[src/rtl/pucch1_spread_ctrl_if.sv]
// Spreader and symbol-stream signals of the PUCCH format 1 spreading controller.
// The controller connects through the master modport; the spreader/consumer side
// connects through the slave modport.
interface pucch1_spread_ctrl_if;
  // spreader request/response
  logic       o_sp_start;
  logic       o_sp_next;
  logic [2:0] o_sp_nSF;
  logic [2:0] o_sp_occi;
  logic [4:0] i_sp_wi_phi;
  logic       i_sp_valid;
  logic       i_sp_is_supported;
  // data-symbol cover-phase stream
  logic       o_sym_valid;
  logic       i_sym_ready;
  logic [4:0] o_sym_phi;
  logic       o_sym_hop;
  logic [2:0] o_sym_idx;

  modport master (
    output o_sp_start, o_sp_next, o_sp_nSF, o_sp_occi,
    input  i_sp_wi_phi, i_sp_valid, i_sp_is_supported,
    output o_sym_valid, o_sym_phi, o_sym_hop, o_sym_idx,
    input  i_sym_ready
  );

  modport slave (
    input  o_sp_start, o_sp_next, o_sp_nSF, o_sp_occi,
    output i_sp_wi_phi, i_sp_valid, i_sp_is_supported,
    input  o_sym_valid, o_sym_phi, o_sym_hop, o_sym_idx,
    output i_sym_ready
  );
endinterface

[src/rtl/pucch1_spread_ctrl.sv]
// PUCCH format 1 data-field sequencer: validates the configuration, drives the
// orthogonal-cover spreader one element at a time per hop and presents each
// returned cover phase on a valid/ready symbol stream.
module pucch1_spread_ctrl #(
  parameter int TIMEOUT = 15
) (
  input  logic                        clk,
  input  logic                        rst_n,
  input  logic                        i_start,
  input  logic                        i_abort,
  input  logic [3:0]                  i_nsymb,
  input  logic                        i_hop,
  input  logic [2:0]                  i_occi,
  pucch1_spread_ctrl_if.master        sp_if,
  output logic                        o_busy,
  output logic                        o_done,
  output logic [1:0]                  o_err
);

  // Wait counter runs 0..TIMEOUT-1; the last value ends the wait.
  localparam int CW = (TIMEOUT < 2) ? 1 : $clog2(TIMEOUT);
  localparam logic [CW-1:0] TO_LAST = CW'(TIMEOUT - 1);

  typedef enum logic [2:0] {
    S_IDLE  = 3'd0,
    S_CHECK = 3'd1,
    S_START = 3'd2,
    S_REQ   = 3'd3,
    S_WAIT  = 3'd4,
    S_OUT   = 3'd5,
    S_FIN   = 3'd6
  } state_t;

  state_t          r_state;
  logic [3:0]      r_nsymb;
  logic            r_hop_en;
  logic [2:0]      r_occi;
  logic            r_hop_idx;
  logic [2:0]      r_m;
  logic [CW-1:0]   r_cnt;
  logic            r_sp_start;
  logic            r_sp_next;
  logic [2:0]      r_sp_nsf;
  logic [2:0]      r_sp_occi;
  logic            r_sym_valid;
  logic [4:0]      r_sym_phi;
  logic            r_done;
  logic [1:0]      r_err;

  logic [2:0]      w_half;
  logic [2:0]      w_quarter;
  logic [2:0]      w_nsf0;
  logic [2:0]      w_nsf1;
  logic [2:0]      w_nsf_cur;
  logic            w_cfg_bad;
  logic            w_last_m;

  // Per-hop spreading factors. With hopping, hop 1 is never shorter than hop 0,
  // so hop 0 alone bounds the legal cover index in both modes.
  assign w_half    = r_nsymb[3:1];
  assign w_quarter = {1'b0, r_nsymb[3:2]};
  assign w_nsf0    = r_hop_en ? w_quarter : w_half;
  assign w_nsf1    = w_half - w_quarter;
  assign w_nsf_cur = r_hop_idx ? w_nsf1 : w_nsf0;
  assign w_cfg_bad = (r_nsymb < 4'd4) || (r_nsymb > 4'd14) || (r_occi >= w_nsf0);
  assign w_last_m  = ({1'b0, r_m} + 4'd1) >= {1'b0, w_nsf_cur};

  // Sequencer state, latched configuration and all registered outputs.
  always_ff @(posedge clk or negedge rst_n) begin
    if (!rst_n) begin
      r_state     <= S_IDLE;
      r_nsymb     <= '0;
      r_hop_en    <= 1'b0;
      r_occi      <= '0;
      r_hop_idx   <= 1'b0;
      r_m         <= '0;
      r_cnt       <= '0;
      r_sp_start  <= 1'b0;
      r_sp_next   <= 1'b0;
      r_sp_nsf    <= '0;
      r_sp_occi   <= '0;
      r_sym_valid <= 1'b0;
      r_sym_phi   <= '0;
      r_done      <= 1'b0;
      r_err       <= '0;
    end else begin
      // pulses default low; each is raised only on entry to its state
      r_sp_start <= 1'b0;
      r_sp_next  <= 1'b0;
      r_done     <= 1'b0;
      if (i_abort) begin
        r_state     <= S_IDLE;
        r_sym_valid <= 1'b0;
      end else begin
        case (r_state)
          S_IDLE: begin
            if (i_start) begin
              r_nsymb   <= i_nsymb;
              r_hop_en  <= i_hop;
              r_occi    <= i_occi;
              r_hop_idx <= 1'b0;
              r_m       <= '0;
              r_err     <= 2'd0;
              r_state   <= S_CHECK;
            end
          end
          S_CHECK: begin
            if (w_cfg_bad) begin
              r_err   <= 2'd1;
              r_done  <= 1'b1;
              r_state <= S_FIN;
            end else begin
              r_sp_start <= 1'b1;
              r_sp_nsf   <= w_nsf0;
              r_sp_occi  <= r_occi;
              r_state    <= S_START;
            end
          end
          S_START: begin
            r_sp_next <= 1'b1;
            r_state   <= S_REQ;
          end
          S_REQ: begin
            r_cnt   <= '0;
            r_state <= S_WAIT;
          end
          S_WAIT: begin
            if (sp_if.i_sp_valid) begin
              if (!sp_if.i_sp_is_supported) begin
                r_err   <= 2'd2;
                r_done  <= 1'b1;
                r_state <= S_FIN;
              end else begin
                r_sym_phi   <= sp_if.i_sp_wi_phi;
                r_sym_valid <= 1'b1;
                r_state     <= S_OUT;
              end
            end else if (r_cnt == TO_LAST) begin
              r_err   <= 2'd3;
              r_done  <= 1'b1;
              r_state <= S_FIN;
            end else begin
              r_cnt <= r_cnt + 1'b1;
            end
          end
          S_OUT: begin
            if (sp_if.i_sym_ready) begin
              r_sym_valid <= 1'b0;
              if (!w_last_m) begin
                r_m       <= r_m + 3'd1;
                r_sp_next <= 1'b1;
                r_state   <= S_REQ;
              end else if (!r_hop_idx && r_hop_en) begin
                r_hop_idx  <= 1'b1;
                r_m        <= '0;
                r_sp_start <= 1'b1;
                r_sp_nsf   <= w_nsf1;
                r_sp_occi  <= r_occi;
                r_state    <= S_START;
              end else begin
                r_err   <= 2'd0;
                r_done  <= 1'b1;
                r_state <= S_FIN;
              end
            end
          end
          S_FIN: begin
            r_state <= S_IDLE;
          end
          default: begin
            r_state <= S_IDLE;
          end
        endcase
      end
    end
  end

  assign sp_if.o_sp_start  = r_sp_start;
  assign sp_if.o_sp_next   = r_sp_next;
  assign sp_if.o_sp_nSF    = r_sp_nsf;
  assign sp_if.o_sp_occi   = r_sp_occi;
  assign sp_if.o_sym_valid = r_sym_valid;
  assign sp_if.o_sym_phi   = r_sym_phi;
  assign sp_if.o_sym_hop   = r_hop_idx;
  assign sp_if.o_sym_idx   = r_m;
  assign o_busy            = (r_state != S_IDLE);
  assign o_done            = r_done;
  assign o_err             = r_err;

endmodule

[src/flat_wrapper.sv]
// flat-port wrapper written by rule: the top's interface ports become plain ports
module pucch1_spread_ctrl_flat 
#(
  parameter int TIMEOUT = 15
)
  (clk, rst_n, i_start, i_abort, i_nsymb, i_hop, i_occi, o_busy, o_done, o_err, sp_if_o_sp_start, sp_if_o_sp_next, sp_if_o_sp_nSF, sp_if_o_sp_occi, sp_if_i_sp_wi_phi, sp_if_i_sp_valid, sp_if_i_sp_is_supported, sp_if_o_sym_valid, sp_if_o_sym_phi, sp_if_o_sym_hop, sp_if_o_sym_idx, sp_if_i_sym_ready);
  pucch1_spread_ctrl_if sp_if_i ();
  input  logic clk;
  input  logic rst_n;
  input  logic i_start;
  input  logic i_abort;
  input  logic [3:0] i_nsymb;
  input  logic i_hop;
  input  logic [2:0] i_occi;
  output logic o_busy;
  output logic o_done;
  output logic [1:0] o_err;
  output wire logic [$bits(sp_if_i.o_sp_start)-1:0] sp_if_o_sp_start;
  output wire logic [$bits(sp_if_i.o_sp_next)-1:0] sp_if_o_sp_next;
  output wire logic [$bits(sp_if_i.o_sp_nSF)-1:0] sp_if_o_sp_nSF;
  output wire logic [$bits(sp_if_i.o_sp_occi)-1:0] sp_if_o_sp_occi;
  input wire logic [$bits(sp_if_i.i_sp_wi_phi)-1:0] sp_if_i_sp_wi_phi;
  input wire logic [$bits(sp_if_i.i_sp_valid)-1:0] sp_if_i_sp_valid;
  input wire logic [$bits(sp_if_i.i_sp_is_supported)-1:0] sp_if_i_sp_is_supported;
  output wire logic [$bits(sp_if_i.o_sym_valid)-1:0] sp_if_o_sym_valid;
  output wire logic [$bits(sp_if_i.o_sym_phi)-1:0] sp_if_o_sym_phi;
  output wire logic [$bits(sp_if_i.o_sym_hop)-1:0] sp_if_o_sym_hop;
  output wire logic [$bits(sp_if_i.o_sym_idx)-1:0] sp_if_o_sym_idx;
  input wire logic [$bits(sp_if_i.i_sym_ready)-1:0] sp_if_i_sym_ready;
  assign sp_if_o_sp_start = sp_if_i.o_sp_start;
  assign sp_if_o_sp_next = sp_if_i.o_sp_next;
  assign sp_if_o_sp_nSF = sp_if_i.o_sp_nSF;
  assign sp_if_o_sp_occi = sp_if_i.o_sp_occi;
  assign sp_if_i.i_sp_wi_phi = sp_if_i_sp_wi_phi;
  assign sp_if_i.i_sp_valid = sp_if_i_sp_valid;
  assign sp_if_i.i_sp_is_supported = sp_if_i_sp_is_supported;
  assign sp_if_o_sym_valid = sp_if_i.o_sym_valid;
  assign sp_if_o_sym_phi = sp_if_i.o_sym_phi;
  assign sp_if_o_sym_hop = sp_if_i.o_sym_hop;
  assign sp_if_o_sym_idx = sp_if_i.o_sym_idx;
  assign sp_if_i.i_sym_ready = sp_if_i_sym_ready;
  pucch1_spread_ctrl #(.TIMEOUT(TIMEOUT)) u_core (.clk(clk), .rst_n(rst_n), .i_start(i_start), .i_abort(i_abort), .i_nsymb(i_nsymb), .i_hop(i_hop), .i_occi(i_occi), .sp_if(sp_if_i), .o_busy(o_busy), .o_done(o_done), .o_err(o_err));
endmodule
[config.mk]
export PLATFORM = sky130hd
export DESIGN_NAME = pucch1_spread_ctrl_flat
export DESIGN_NICKNAME = d
export VERILOG_FILES = /design/src/rtl/pucch1_spread_ctrl_if.sv /design/src/rtl/pucch1_spread_ctrl.sv /design/src/flat_wrapper.sv
export SDC_FILE = /design/constraint.sdc
export NUM_CORES = 1
export LEC_CHECK = 0
export ABC_AREA = 1
export CAP_MARGIN = 10
export CORE_MARGIN = 2
export CORE_UTILIZATION = 51
export DETAILED_ROUTE_END_ITERATION = 12
export HOLD_SLACK_MARGIN = 0.1
export PLACE_DENSITY_LB_ADDON = 0.1
export SLEW_MARGIN = 20
export SYNTH_ARGS = -nofsm -noshare
export SYNTH_HDL_FRONTEND = slang
export SYNTH_SLANG_ARGS = --single-unit
export TNS_END_PERCENT = 20
[constraint.sdc]
create_clock -name clk -period 6.75 [get_ports clk]
set_input_delay 1.6875 -clock clk [delete_from_list [all_inputs] [get_ports clk]]
set_output_delay 1.6875 -clock clk [all_outputs]
set_load 0.02 [all_outputs]
==> results.json <==
{
  "status": "completed",
  "internal-power_w": 0.000619,
  "wl_per_cell_um": 11.9,
  "r2r_setup_slack_ns": 4.29,
  "hp-start": "u_core.sp_if.o_sym_phi[1]",
  "hold_buffers": 0,
  "cts.clk_slew.worst_paths_ns": 0.07,
  "hold_end": "u_core.sp_if.o_sym_phi[1]",
  "tns_ns": 0,
  "r2r_cells": 15,
  "multi_input_comb_area_um2": 1050,
  "cts_tree": "yes",
  "antenna_found_initial": 0,
  "final_cell_mix": "nand2_1, clkdlybuf4s50_1, dfrtp_1",
  "crit_slowest_cell": "clkdlybuf4s50_1",
  "first_pass_iters": 4,
  "grt_max_degree": 37,
  "cts-resized-gates": 0,
  "core-area_um2": 4000,
  "crit_family": "buffers and inverters",
  "synthDistinctLibCells": 31,
  "design_area_um2": 2630,
  "yosys_register_bits": 36,
  "min_period_ns": 3.29,
  "syn_nets": 299,
  "final_common_cell": "nand2_1",
  "setup_viol": 0,
  "syn_inst": 266,
  "critPathKind": "reg2out",
  "r2r-end": "u_core.sp_if.o_sp_nSF[0]",
  "cts_setup_buffers": 0,
  "viasPerCell": 5.03,
  "drc": 0,
  "crit_path_end_kind": "output pin",
  "dp_hpwl_um": 3280,
  "total_power_w": 0.00110,
  "wl_um": 4300,
  "tightest_slew_ns": 0.804,
  "cts_made_buffers": 5,
  "cp_max_fo": 7,
  "drive_above_1_share_pct": 11.3,
  "synth-seq-area-share_pct": 42.7,
  "root_buffer": "clkbuf_8",
  "die_area_um2": 4660,
  "area_growth_pct": 24.7,
  "skew_ns": 0.00629,
  "cap_violations": 0,
  "antenna_cells": 0,
  "rsz0062_at_grt": "false",
  "pwr-share-comb_pct": 51.7,
  "switchingPower_w": 0.000478,
  "dp_slack_ns": 3.56,
  "grt_pass1_vias": 1678,
  "syn_avg_cell_area_um2": 7.93,
  "clkPwrFrac_pct": 15.1,
  "vdd_drop_max_mv": 0.245,
  "grt_pass1_wl_um": 7260,
  "fill_cells": 355,
  "max_freq_ghz": 0.304,
  "cp-start-kind": "flip-flop",
  "die_w_um": 68.3,
  "worst_ep_arrival_time_ns": 1.60,
  "cts.sinks": 36,
  "seq_area_um2": 901,
  "io_buffers": 41,
  "grt_usage_pct": 21.1,
  "cts-htree-levels": 2,
  "start_util_pct": 52.7,
  "die_h_um": 68.3,
  "grt-ovfl-total": 0,
  "holdPathStages": 2,
  "finalNetCount": 344,
  "slew_headroom_pct": 46.4,
  "pwr-share-seq_pct": 33.2,
  "cp_slowest_stage_delay_ns": 0.62,
  "switching_share_pct": 43.6,
  "ant_nets": 0,
  "r2r-start": "u_core.r_nsymb[1]",
  "syn_area_um2": 2110,
  "vias": 1817,
  "yosys_warnings": 0,
  "clockBufferDepth": 2,
  "fp-row-count": 23,
  "finalHoldViolCount": 0,
  "p_per_area_nw_per_um2": 417,
  "layout_setup_ws_ns": 3.46,
  "drt_iter0_drc": 137,
  "worstPathRequired_ns": 5.06,
  "place_area_um2": 2530,
  "total_leakage_power_nw": 1.34,
  "min-delay-path-class": "reg2reg",
  "insertion_delay_ns": 0.29,
  "crit_buf_inv": 1,
  "num_io_pins": 42,
  "whs_ns": 0.474,
  "path_cells": "nor2_2 > nand2_1 > clkdlybuf4s50_1",
  "fin_crit_sh_pct": 48.8,
  "gp_congestion": 0.869,
  "slew_viol_final": 0
}
## kinds of logic after synthesis
logic type	Yosys count	synth area share (%)
and+or+nand+nor	148	30.9
DFF	36	42.7
AOI/OAI and AO/OA	33	9.61
buffers and inverters	33	7.48
adders and majority gates	13	8.07
xor gates and xnor gates	3	1.25
## worst register-to-register path, stage by stage, from the launching register on
cell and delay [ns]:
dfrtp_1 0.35, inv_1 0.08, ha_1 0.22, fa_1 0.56, nand2_1 0.05, o21ai_0 0.09
ha_1 0.27, nand2_1 0.07, nand2_1 0.04, nand2_1 0.07, nand2_1 0.08, nand2_1 0.08
nand2_2 0.07, nand2_2 0.21, nand2_1 0.11, o21ai_2 0.06
## state kept, by name, indices dropped and copies added, names as in the netlist
| signal | count |
|---|---|
| u_core.o_done | 1 |
| u_core.o_err | 2 |
| u_core.r_cnt | 4 |
| u_core.r_hop_en | 1 |
| u_core.r_nsymb | 4 |
| u_core.r_occi | 3 |
| u_core.r_state | 3 |
| u_core.sp_if.o_sp_nSF | 3 |
| u_core.sp_if.o_sp_next | 1 |
| u_core.sp_if.o_sp_occi | 3 |
| u_core.sp_if.o_sp_start | 1 |
| u_core.sp_if.o_sym_hop | 1 |
| u_core.sp_if.o_sym_idx | 3 |
| u_core.sp_if.o_sym_phi | 5 |
| u_core.sp_if.o_sym_valid | 1 |
## Yosys cell counts (all sizes together)
cell / count / area (um^2)
nand2: 101 / 404
dfrtp: 36 / 901
inv: 30 / 115
o21ai: 24 / 146
nand3: 21 / 110
nor2: 18 / 82.6
ha: 12 / 150
a21oi: 4 / 20.0
buf: 3 / 42.5
nor3: 3 / 20.0
xor2: 3 / 26.3
nand3b: 2 / 15.0
o21a: 2 / 15.0
a31oi: 1 / 6.26
fa: 1 / 20.0
nand4: 1 / 6.26
nor4: 1 / 6.26
o211ai: 1 / 7.51
o31ai: 1 / 7.51
or2: 1 / 6.26
## power groups by stage
stage,logic [W],registers (W),clock network [W]
floorplan,0.000350,0.000406,0
global placement,0.000557,0.000367,0
detailed placement,0.000570,0.000366,0
CTS,0.000573,0.000363,0.000171
global route,0.000645,0.000373,0.000177
finish,0.000567,0.000364,0.000166
## layout make-up
type | count | share of cell area, %
tap | 50 | 2.38
sequential | 36 | 34.3
multi-input combinational | 197 | 39.9
timing repair buffer | 41 | 15.4
inverter | 30 | 4.38
clock buffer | 7 | 3.66
## through the flow
stage,instances,util (%)
2_1_floorplan,266,-
3_3_place_gp,354,63.3
3_5_place_dp,354,63.3
4_1_cts,361,65.7
5_1_grt,361,65.7
6_report,361,65.7
## metal layers
metal	track usage [%]	part of all wire, %
met5	0	0
met4	10.8	2.3
met3	3.78	5.5
met2	31.8	44
met1	28.8	48
## worst max-delay path by stage
stage | from | end | cells past startpoint | slack [ns]
after floorplan | sp_if_i_sym_ready | u_core.r_nsymb[1] | 8 | 4.26
after global placement | i_abort | u_core.r_nsymb[1] | 8 | 3.63
after detailed placement | i_abort | u_core.r_nsymb[3] | 8 | 3.56
after CTS | u_core.r_state[2] | o_busy | 3 | 3.45
after global routing | u_core.r_state[2] | o_busy | 3 | 3.37
final | u_core.r_state[2] | o_busy | 3 | 3.46
Note: power is estimated with default switching activity, not from simulation.
